File: src/rtl/umi_fifo_flex_pkg.sv
// Purpose: shared constants for umi_fifo_flex (chaos LFSR geometry, tap mask, default seed).
// Latency: n/a (package).
// Backpressure: n/a (package).
package umi_fifo_flex_pkg;

  localparam int LFSR_W = 16;

  // Polynomial x^16 + x^14 + x^13 + x^11. The register shifts right, so the
  // taps counted from the output end (16,14,13,11) land on bits 0,2,3,5.
  localparam logic [LFSR_W-1:0] LFSR_TAPS = 16'h002D;

  localparam logic [LFSR_W-1:0] LFSR_SEED_DEFAULT = 16'hACE1;

  // One Fibonacci step: XOR of the tapped bits enters at the MSB.
  function automatic logic [LFSR_W-1:0] lfsr_next(input logic [LFSR_W-1:0] state);
    return {^(state & LFSR_TAPS), state[LFSR_W-1:1]};
  endfunction

endpackage

File: src/rtl/umi_fifo_flex_if.sv
// Purpose: one UMI valid/ready channel (cmd, dstaddr, srcaddr, data).
// Latency: n/a (wiring only).
// Backpressure: transfer when valid && ready; the master holds payload while valid && !ready.
// Ports: valid/cmd/dstaddr/srcaddr/data driven by master, ready driven by slave.
interface umi_fifo_flex_if #(
  parameter int DW = 128,
  parameter int AW = 64,
  parameter int CW = 32
);

  logic          valid;
  logic          ready;
  logic [CW-1:0] cmd;
  logic [AW-1:0] dstaddr;
  logic [AW-1:0] srcaddr;
  logic [DW-1:0] data;

  modport master (
    output valid,
    output cmd,
    output dstaddr,
    output srcaddr,
    output data,
    input  ready
  );

  modport slave (
    input  valid,
    input  cmd,
    input  dstaddr,
    input  srcaddr,
    input  data,
    output ready
  );

endinterface

File: src/rtl/umi_fifo_flex_lfsr.sv
// Purpose: free-running 16-bit Fibonacci LFSR used to inject pseudo-random input stalls.
// Latency: output is the registered state bit 0; advances every clock, independent of traffic.
// Backpressure: none (no handshake).
// Ports: clk, nreset (sync, active-low, loads SEED), out_bit (current state bit 0).
module umi_fifo_flex_lfsr
  import umi_fifo_flex_pkg::*;
#(
  parameter logic [LFSR_W-1:0] SEED = LFSR_SEED_DEFAULT
) (
  input  logic clk,
  input  logic nreset,
  output logic out_bit
);

  logic [LFSR_W-1:0] state;

  always_ff @(posedge clk) begin
    if (!nreset) begin
      state <= SEED;
    end else begin
      state <= lfsr_next(state);
    end
  end

  assign out_bit = state[0];

endmodule

File: src/rtl/umi_fifo_flex.sv
// Purpose: single-clock UMI FIFO, arbitrary DEPTH, occupancy/almost-full status, bypass, chaos stalls.
// Latency: 1 cycle push-to-output in FIFO mode; 0 cycles (combinational) in bypass when empty.
// Backpressure: in.ready low when full, when bypass requested, or on LFSR chaos stall; out holds while !ready.
// Ports: clk, nreset (sync active-low), bypass, chaosmode, afull_thresh (0 = flag off),
//        fifo_full/fifo_empty/fifo_almost_full/fifo_count status, umi_in (slave), umi_out (master).
module umi_fifo_flex
  import umi_fifo_flex_pkg::*;
#(
  parameter int                DW        = 128,
  parameter int                AW        = 64,
  parameter int                CW        = 32,
  parameter int                DEPTH     = 4,
  parameter int                CNTW      = $clog2(DEPTH + 1),
  parameter logic [LFSR_W-1:0] LFSR_SEED = LFSR_SEED_DEFAULT
) (
  input  logic            clk,
  input  logic            nreset,
  input  logic            bypass,
  input  logic            chaosmode,
  input  logic [CNTW-1:0] afull_thresh,
  output logic            fifo_full,
  output logic            fifo_empty,
  output logic            fifo_almost_full,
  output logic [CNTW-1:0] fifo_count,
  umi_fifo_flex_if.slave  umi_in,
  umi_fifo_flex_if.master umi_out
);

  localparam int              PW       = CW + 2 * AW + DW;
  localparam int              PTRW     = (DEPTH > 1) ? $clog2(DEPTH) : 1;
  localparam logic [PTRW-1:0] PTR_LAST = PTRW'(DEPTH - 1);
  localparam logic [CNTW-1:0] CNT_FULL = CNTW'(DEPTH);

  logic [PW-1:0]   mem [DEPTH];
  logic [PTRW-1:0] wrptr;
  logic [PTRW-1:0] rdptr;
  logic [CNTW-1:0] count;

  logic            lfsr_bit;
  logic            chaos_stall;
  logic            bypass_eff;
  logic            in_ready;
  logic            out_valid;
  logic            push;
  logic            pop;
  logic [PW-1:0]   in_pkt;
  logic [PW-1:0]   head_pkt;
  logic [PW-1:0]   out_pkt;

  // DEPTH need not be a power of two, so wrap on an explicit compare.
  function automatic logic [PTRW-1:0] ptr_next(input logic [PTRW-1:0] ptr);
    return (ptr == PTR_LAST) ? '0 : ptr + 1'b1;
  endfunction

  umi_fifo_flex_lfsr #(
    .SEED (LFSR_SEED)
  ) u_lfsr (
    .clk     (clk),
    .nreset  (nreset),
    .out_bit (lfsr_bit)
  );

  assign in_pkt   = {umi_in.cmd, umi_in.dstaddr, umi_in.srcaddr, umi_in.data};
  assign head_pkt = mem[rdptr];

  always_comb begin
    fifo_empty       = (count == '0);
    fifo_full        = (count == CNT_FULL);
    fifo_almost_full = (afull_thresh != '0) && (count >= afull_thresh);
    chaos_stall      = chaosmode && lfsr_bit;
    // Pass-through only once everything already stored has drained, so a
    // bypass request can never overtake older entries.
    bypass_eff       = bypass && fifo_empty;

    in_ready  = 1'b0;
    out_valid = 1'b0;
    out_pkt   = '0;
    if (!nreset) begin
      // Hold both sides idle while reset is asserted.
      in_ready  = 1'b0;
      out_valid = 1'b0;
      out_pkt   = '0;
    end else if (bypass_eff) begin
      in_ready  = umi_out.ready && !chaos_stall;
      out_valid = umi_in.valid && !chaos_stall;
      out_pkt   = in_pkt;
    end else begin
      // A pop while full does not free a slot this cycle: ready is purely
      // registered-state based, keeping ready off the out.ready path.
      in_ready  = !fifo_full && !bypass && !chaos_stall;
      out_valid = !fifo_empty;
      out_pkt   = out_valid ? head_pkt : '0;
    end

    push = !bypass_eff && umi_in.valid && in_ready;
    pop  = !bypass_eff && out_valid && umi_out.ready;
  end

  always_ff @(posedge clk) begin
    if (!nreset) begin
      wrptr <= '0;
      rdptr <= '0;
      count <= '0;
    end else begin
      if (push) begin
        wrptr <= ptr_next(wrptr);
      end
      if (pop) begin
        rdptr <= ptr_next(rdptr);
      end
      case ({push, pop})
        2'b10:   count <= count + 1'b1;
        2'b01:   count <= count - 1'b1;
        default: count <= count;
      endcase
    end
  end

  // Storage is not reset; the pointers and count define what is valid.
  always_ff @(posedge clk) begin
    if (push) begin
      mem[wrptr] <= in_pkt;
    end
  end

  assign fifo_count      = count;
  assign umi_in.ready    = in_ready;
  assign umi_out.valid   = out_valid;
  assign umi_out.cmd     = out_pkt[PW-1 -: CW];
  assign umi_out.dstaddr = out_pkt[DW+AW +: AW];
  assign umi_out.srcaddr = out_pkt[DW +: AW];
  assign umi_out.data    = out_pkt[DW-1:0];

endmodule

File: src/flat_wrapper.sv
// flat-port wrapper written by rule: the top's interface ports become plain ports
module umi_fifo_flex_flat import umi_fifo_flex_pkg::*;
#(
  parameter int                DW        = 128,
  parameter int                AW        = 64,
  parameter int                CW        = 32,
  parameter int                DEPTH     = 4,
  parameter int                CNTW      = $clog2(DEPTH + 1),
  parameter logic [LFSR_W-1:0] LFSR_SEED = LFSR_SEED_DEFAULT
)
  (clk, nreset, bypass, chaosmode, afull_thresh, fifo_full, fifo_empty, fifo_almost_full, fifo_count, umi_in_valid, umi_in_cmd, umi_in_dstaddr, umi_in_srcaddr, umi_in_data, umi_in_ready, umi_out_valid, umi_out_cmd, umi_out_dstaddr, umi_out_srcaddr, umi_out_data, umi_out_ready);
  umi_fifo_flex_if #(.DW(DW), .AW(AW), .CW(CW)) umi_in_i ();
  umi_fifo_flex_if #(.DW(DW), .AW(AW), .CW(CW)) umi_out_i ();
  input  logic clk;
  input  logic nreset;
  input  logic bypass;
  input  logic chaosmode;
  input  logic [CNTW-1:0] afull_thresh;
  output logic fifo_full;
  output logic fifo_empty;
  output logic fifo_almost_full;
  output logic [CNTW-1:0] fifo_count;
  input wire logic [$bits(umi_in_i.valid)-1:0] umi_in_valid;
  input wire logic [$bits(umi_in_i.cmd)-1:0] umi_in_cmd;
  input wire logic [$bits(umi_in_i.dstaddr)-1:0] umi_in_dstaddr;
  input wire logic [$bits(umi_in_i.srcaddr)-1:0] umi_in_srcaddr;
  input wire logic [$bits(umi_in_i.data)-1:0] umi_in_data;
  output wire logic [$bits(umi_in_i.ready)-1:0] umi_in_ready;
  output wire logic [$bits(umi_out_i.valid)-1:0] umi_out_valid;
  output wire logic [$bits(umi_out_i.cmd)-1:0] umi_out_cmd;
  output wire logic [$bits(umi_out_i.dstaddr)-1:0] umi_out_dstaddr;
  output wire logic [$bits(umi_out_i.srcaddr)-1:0] umi_out_srcaddr;
  output wire logic [$bits(umi_out_i.data)-1:0] umi_out_data;
  input wire logic [$bits(umi_out_i.ready)-1:0] umi_out_ready;
  assign umi_in_i.valid = umi_in_valid;
  assign umi_in_i.cmd = umi_in_cmd;
  assign umi_in_i.dstaddr = umi_in_dstaddr;
  assign umi_in_i.srcaddr = umi_in_srcaddr;
  assign umi_in_i.data = umi_in_data;
  assign umi_in_ready = umi_in_i.ready;
  assign umi_out_valid = umi_out_i.valid;
  assign umi_out_cmd = umi_out_i.cmd;
  assign umi_out_dstaddr = umi_out_i.dstaddr;
  assign umi_out_srcaddr = umi_out_i.srcaddr;
  assign umi_out_data = umi_out_i.data;
  assign umi_out_i.ready = umi_out_ready;
  umi_fifo_flex #(.DW(DW), .AW(AW), .CW(CW), .DEPTH(DEPTH), .CNTW(CNTW), .LFSR_SEED(LFSR_SEED)) u_core (.clk(clk), .nreset(nreset), .bypass(bypass), .chaosmode(chaosmode), .afull_thresh(afull_thresh), .fifo_full(fifo_full), .fifo_empty(fifo_empty), .fifo_almost_full(fifo_almost_full), .fifo_count(fifo_count), .umi_in(umi_in_i), .umi_out(umi_out_i));
endmodule
File: config.mk
export PLATFORM = sky130hd
export DESIGN_NAME = umi_fifo_flex_flat
export DESIGN_NICKNAME = d
export VERILOG_FILES = /design/src/rtl/umi_fifo_flex_pkg.sv /design/src/rtl/umi_fifo_flex_if.sv /design/src/rtl/umi_fifo_flex_lfsr.sv /design/src/rtl/umi_fifo_flex.sv /design/src/flat_wrapper.sv
export SDC_FILE = /design/constraint.sdc
export NUM_CORES = 1
export LEC_CHECK = 0
export BUFFER_PORTS_ARGS = -buffer_cell sky130_fd_sc_hd__buf_2
export CORE_MARGIN = 2
export CORE_UTILIZATION = 55
export DETAILED_ROUTE_END_ITERATION = 8
export GPL_TIMING_DRIVEN = 1
export PLACE_DENSITY = 0.76
export SLEW_MARGIN = 15
export SYNTH_ARGS = -nofsm -noshare
export SYNTH_HDL_FRONTEND = slang
export SYNTH_SLANG_ARGS = --single-unit
export TNS_END_PERCENT = 50
File: constraint.sdc
create_clock -name clk -period 16.9 [get_ports clk]
set_clock_uncertainty 0.1 [all_clocks]
set_input_delay 3.38 -clock clk [delete_from_list [all_inputs] [get_ports clk]]
set_output_delay 3.38 -clock clk [all_outputs]
set_load 0.02 [all_outputs]
# Yosys cells after proc, flatten, opt, wreduce, memory -nomap -nowiden

Memory sizes are Yosys's and may differ from the RTL's. A register that Yosys moved wholly into a read port is not among the register bits.
Index checks and enable logic that the tools add are counted.

Register bits after elaboration: 23
Memory bits (writable): 1152
Input bits: 297
Output and inout port bits: 296
Memories kept: 1

Memory list:

| name       | words | width | rd ports | clocked after memory_dff | write ports | RTL line            | text |
|---|---|---|---|---|---|---|---|
| u_core.mem | 4     | 288   | 1        | 1                        | 1           | umi_fifo_flex.sv:34 | `logic [PW-1:0] mem [DEPTH];` |

Add/sub/neg operators: 4
Magnitude comparators: 1
Equality and inequality tests: 5
Mux-type cells: 14
Reduce and logical (&&, ||, !) cells: 20

Operators by type and width:

| kind                                                 | count |
|---|---|
| two-way mux 288 bit                                  | 3 |
| XOR reduction 16 bit                                 | 1 |
| logical AND 1 bit                                    | 11 |
| two-way mux 2 bit                                    | 4 |
| equality test 2 bit (second input constant)          | 3 |
| two-way mux 1 bit                                    | 6 |
| case mux 3 bit (2 select lines)                      | 1 |
| logical NOT 1 bit                                    | 5 |
| adder 2 x 1 -> 2 bit (second input constant)         | 2 |
| adder 3 x 1 -> 3 bit (second input constant)         | 1 |
| equality test 3 bit (second input constant)          | 1 |
| >= comparator 3 bit                                  | 1 |
| logical NOT 3 bit                                    | 1 |
| nonzero test 3 bit                                   | 1 |
| subtractor 3 x 1 -> 3 bit (second input constant)    | 1 |
| equality test 2 x 1 -> 1 bit (second input constant) | 1 |
| nonzero test 2 bit                                   | 1 |

# Depth between registers and ports, before layout

Depth after elaboration: 9
Depth in mapped cells: 10
Depth with buffers taken out: 9

# Hierarchy

From an unflattened synthesis, not the netlist that was laid out.

Cells, all modules: 1964
Area, all modules: 45464.9 µm²

By module, submodules not included:

| module             | instances | cells each | area an instance (µm²) |
|---|---|---|---|
| umi_fifo_flex      | 1         | 1928       | 45011.9 |
| umi_fifo_flex_lfsr | 1         | 36         | 452.9 |

# Worst setup path before layout

No wires, ideal clock.

Kind: input port to flip-flop
Start point: input nreset
End point: memory u_core.mem[0][0] (netlist name), enable pin
Setup time: 0.686 ns
Arrival: 10.618 ns
Required time: 16.114 ns
Path slack: 5.496 ns
Cell stages on the path: 3
Path through: a21bo_2 > a2111oi_4 > and2_1

Longest elaborated chain between the ends: 4

RTL lines:

| element                                 | RTL line             | text |
|---|---|---|
| start, declared                         | flat_wrapper.sv:15   | `input logic nreset;` |
| two-way mux 1 bit                       | umi_fifo_flex.sv:78  | `if (!nreset) begin` |
| logical AND 1 bit                       | umi_fifo_flex.sv:95  | `push = !bypass_eff && umi_in.valid && in_ready;` |
| two-way mux 1 bit                       | umi_fifo_flex.sv:121 | `if (push) begin` |
| two-way mux 1 bit (not written as such) | umi_fifo_flex.sv:122 | `mem[wrptr] <= in_pkt;` |
| end, declared                           | umi_fifo_flex.sv:34  |  |

Every way passes these cells.

# Worst setup path after layout

Start point: input nreset
End point: output umi_out_data[16]

Longest elaborated chain between the ends: 1

RTL lines:

| element             | RTL line            | text |
|---|---|---|
| two-way mux 288 bit | umi_fifo_flex.sv:78 |  |
| end, declared       | flat_wrapper.sv:33  | `output wire logic [$bits(umi_out_i.data)-1:0] umi_out_data;` |

Every way passes these cells.

==> results.toml <==
[status]
outcome = "complete, no violations"

[place]
placed_cell_area_um2 = 50400
dpl.hpwl_mm = 62.5
place.gp.congestion = 0.813
port_buffers = 592
pre_cts_ws_ns = 7.03

[global_routing]
grt_pass1_vias = 25400
grt_max_degree = 146
antenna_found_initial = 38
grt_usage_pct = 24.4
grt-ovfl-total = 0
grt_pass1_wl_mm = 159

[setup_path]
required_ns = 13.42
cpMostUsedCell = "buf_4"
critPathMaxFanout = 91
path_cells = "buf_4, buf_4, and2_4, buf_4, a22o_1, buf_2"
crit_slowest_cell = "buf_4"
crit_type = "primary input to output port"
start_kind = "primary input"
crit_arrival_ns = 6.44
cp-end-kind = "output port"
cpPeakStageDelay_ns = 0.85

[sta]
hold_viol_final = 0
period_minus_slack_ns = 9.92
final.setup.tns_ns = 0
finalWorstSetupSlack_ns = 6.98
rsz0062_at_grt = "no"
worst_slew_pin_slew_ns = 1.26
max_slew_margin_pct = 16.3
fin_crit_sh_pct = 58.7
setup_viol = 0
report.final.slew_viol_count = 0
fmax_mhz = 101

[cells_and_area]
drive_gt1_share_pct = 37.2
area_growth_pct = 16.6
nNetsFinal = 3162
fill_cells = 5589
ff_latch_area_um2 = 35100
design_area_um2 = 54300
multi_input_area_um2 = 10600

[clock_network]
holdBufCountCts = 0
cts_root_buf = "clkbuf_16"
clockBufferDepth = 3
cts_buffers = 114
worstSkewPairLatency_ns = 0.67
postCtsSetupRepairBufs = 0
clk_pin_slew_ns = 0.06
tritoncts = "yes"
htree_num_levels = 3
cts_resized = 0
cts.sinks = 1177

[synthesis]
ys.flop_type = "edfxtp_1"
async_flop_share_pct = 0
ys_seq_area_share_pct = 75.4
synth_warnings = 0
yosys.area.top_type = "edfxtp_1"
netlist_instances = 2279
ys_types = 34
yosysMostFrequentCell = "edfxtp_1"
synthTopCellsByCount = "edfxtp_1, mux4_2, nand2_1, a22o_1, a21boi_0"
synth_edf_count = 1152
synth_area_um2 = 46600
synth-seq-cells = 1177
synth_fp_nets = 2586
netlist_top_cells_area = "edfxtp_1, mux4_2, a22o_1"
synth.avg_cell_area_um2 = 20.4
synth_top_area_share_pct = 74.3

[die]
coreArea_um2 = 83700
start_util_pct = 55.6
io-pin-count = 593
die_x_um = 295
die_area_um2 = 87000
num_rows = 106
die_h_um = 295

[routing]
drc = 0
dr_total_vias = 25100
drt_iter0_drc = 2266
vias_per_cell = 6.11
dr.pass1.iters = 5
wl_per_cell_um = 26.1
drt-total-wl_mm = 107
postRouteAntennaNets = 0

[power]
p_int_mw = 4.87
ir_drop_mv = 0.0927
pwr-share-comb_pct = 7.6
switching_power_mw = 1.39
p_seq_share_pct = 51.8
leakage_nw = 18.2
p_per_area_nw_per_um2 = 115
p_clk_share_pct = 40.6
switching_share_pct = 22.2

[flow_run]
cap_violations = 0

[min_path]
min_path_type = "register to register"
## final cells by class
type / count / share of cell area [%]
Clock inverter: 86 / 1.54
Inverter: 10 / 0.0737
Multi-Input combinational cell: 931 / 19.6
Clock buffer: 132 / 5.46
Timing Repair Buffer: 621 / 5.98
Sequential cell: 1177 / 64.7
Tap cell: 1134 / 2.61
Antenna cell: 23 / 0.106
## placed cells by master (no fill, tap or decap), types with 3 or more instances in the layout
master / netlist / routed
a21boi_0: 145 / 145
a22o_1: 146 / 146
and2_1: 16 / 11
and2_4: 0 / 5
buf_12: 0 / 5
buf_2: 50 / 590
buf_4: 17 / 26
bufinv_16: 0 / 13
clkbuf_1: 75 / 16
clkbuf_16: 0 / 116
clkinv_1: 0 / 24
clkinv_2: 0 / 36
clkinvlp_4: 0 / 5
dfxtp_1: 25 / 23
diode_2: 0 / 23
edfxtp_1: 1152 / 1152
ha_1: 9 / 9
inv_1: 9 / 9
mux4_2: 288 / 288
nand2_1: 151 / 151
nand2b_1: 8 / 8
nand3_1: 143 / 143
o21ai_0: 3 / 3
xor2_1: 3 / 3
## registers in the layout (all words and copies together) (netlist names), named ones only
signal,cells
u_core.wrptr,2
u_core.rdptr,2
u_core.u_lfsr.state,16
u_core.fifo_count,3
u_core.mem,1152
## metal layers
metal / vias to the layer above / track usage, % / wire (µm)
met5: - / 0 / 216
met4: 34 / 8.20 / 2520
met3: 184 / 6.29 / 10000
met2: 1230 / 39.3 / 53900
met1: 13000 / 32.8 / 40500
li1: 10600 / - / -
## cells by family after synthesis
logic type	count (synthesis)	share of synthesized area, %
AO/OA/AOI/OAI	301	5.28
multiplexers	288	13.9
AND/OR/NAND/NOR	327	3.20
buffers and inverters	171	1.83
adder cells (fa/ha/maj)	10	0.285
XOR/XNOR	5	0.0941
flip-flops	1177	75.4
## power by group through the flow
stage	clock [mW]	sequential, mW	combinational, mW
after global placement	0	3.31	0.463
after global routing	2.70	3.25	0.507
after CTS	2.58	3.25	0.478
final	2.54	3.25	0.474
after floorplan	0	3.31	0.288
after detailed placement	0	3.31	0.475
## through the flow
step           cells  hold slack [ns]  util (%)  power, mW
4_1_cts         4091            0.306      64.8       6.31
3_3_place_gp    3873            0.292      60.3       3.77
6_report        4114            0.302      64.9       6.26
3_5_place_dp    3873            0.297      60.3       3.78
5_1_grt         4109            0.323      64.9       6.45
2_1_floorplan   2279            0.286         -       3.60
## path summary, 6_finish.rpt
kind / startpoint / end / slack [ns] / depth (start not counted)
max: nreset / umi_out_data[16] / 6.98 / 6
min reg2reg: u_core.u_lfsr.state[12]$_SDFF_PN0_ / u_core.u_lfsr.state[11]$_SDFF_PN1_ / 0.30 / 1
min: u_core.u_lfsr.state[12]$_SDFF_PN0_ / u_core.u_lfsr.state[11]$_SDFF_PN1_ / 0.30 / 1
max reg2reg: u_core.fifo_count[1]$_SDFFE_PN0P_ / u_core.mem[2][200]$_DFFE_PP_ / 12.37 / 5
## worst max-delay path, delay by kind of cell
kind / cells / cell delay (ns)
buffers and inverters: 4 / 1.91
and+or+nand+nor: 1 / 0.72
AOI/OAI and AO/OA: 1 / 0.26
Power figures use the tool's default switching activity.
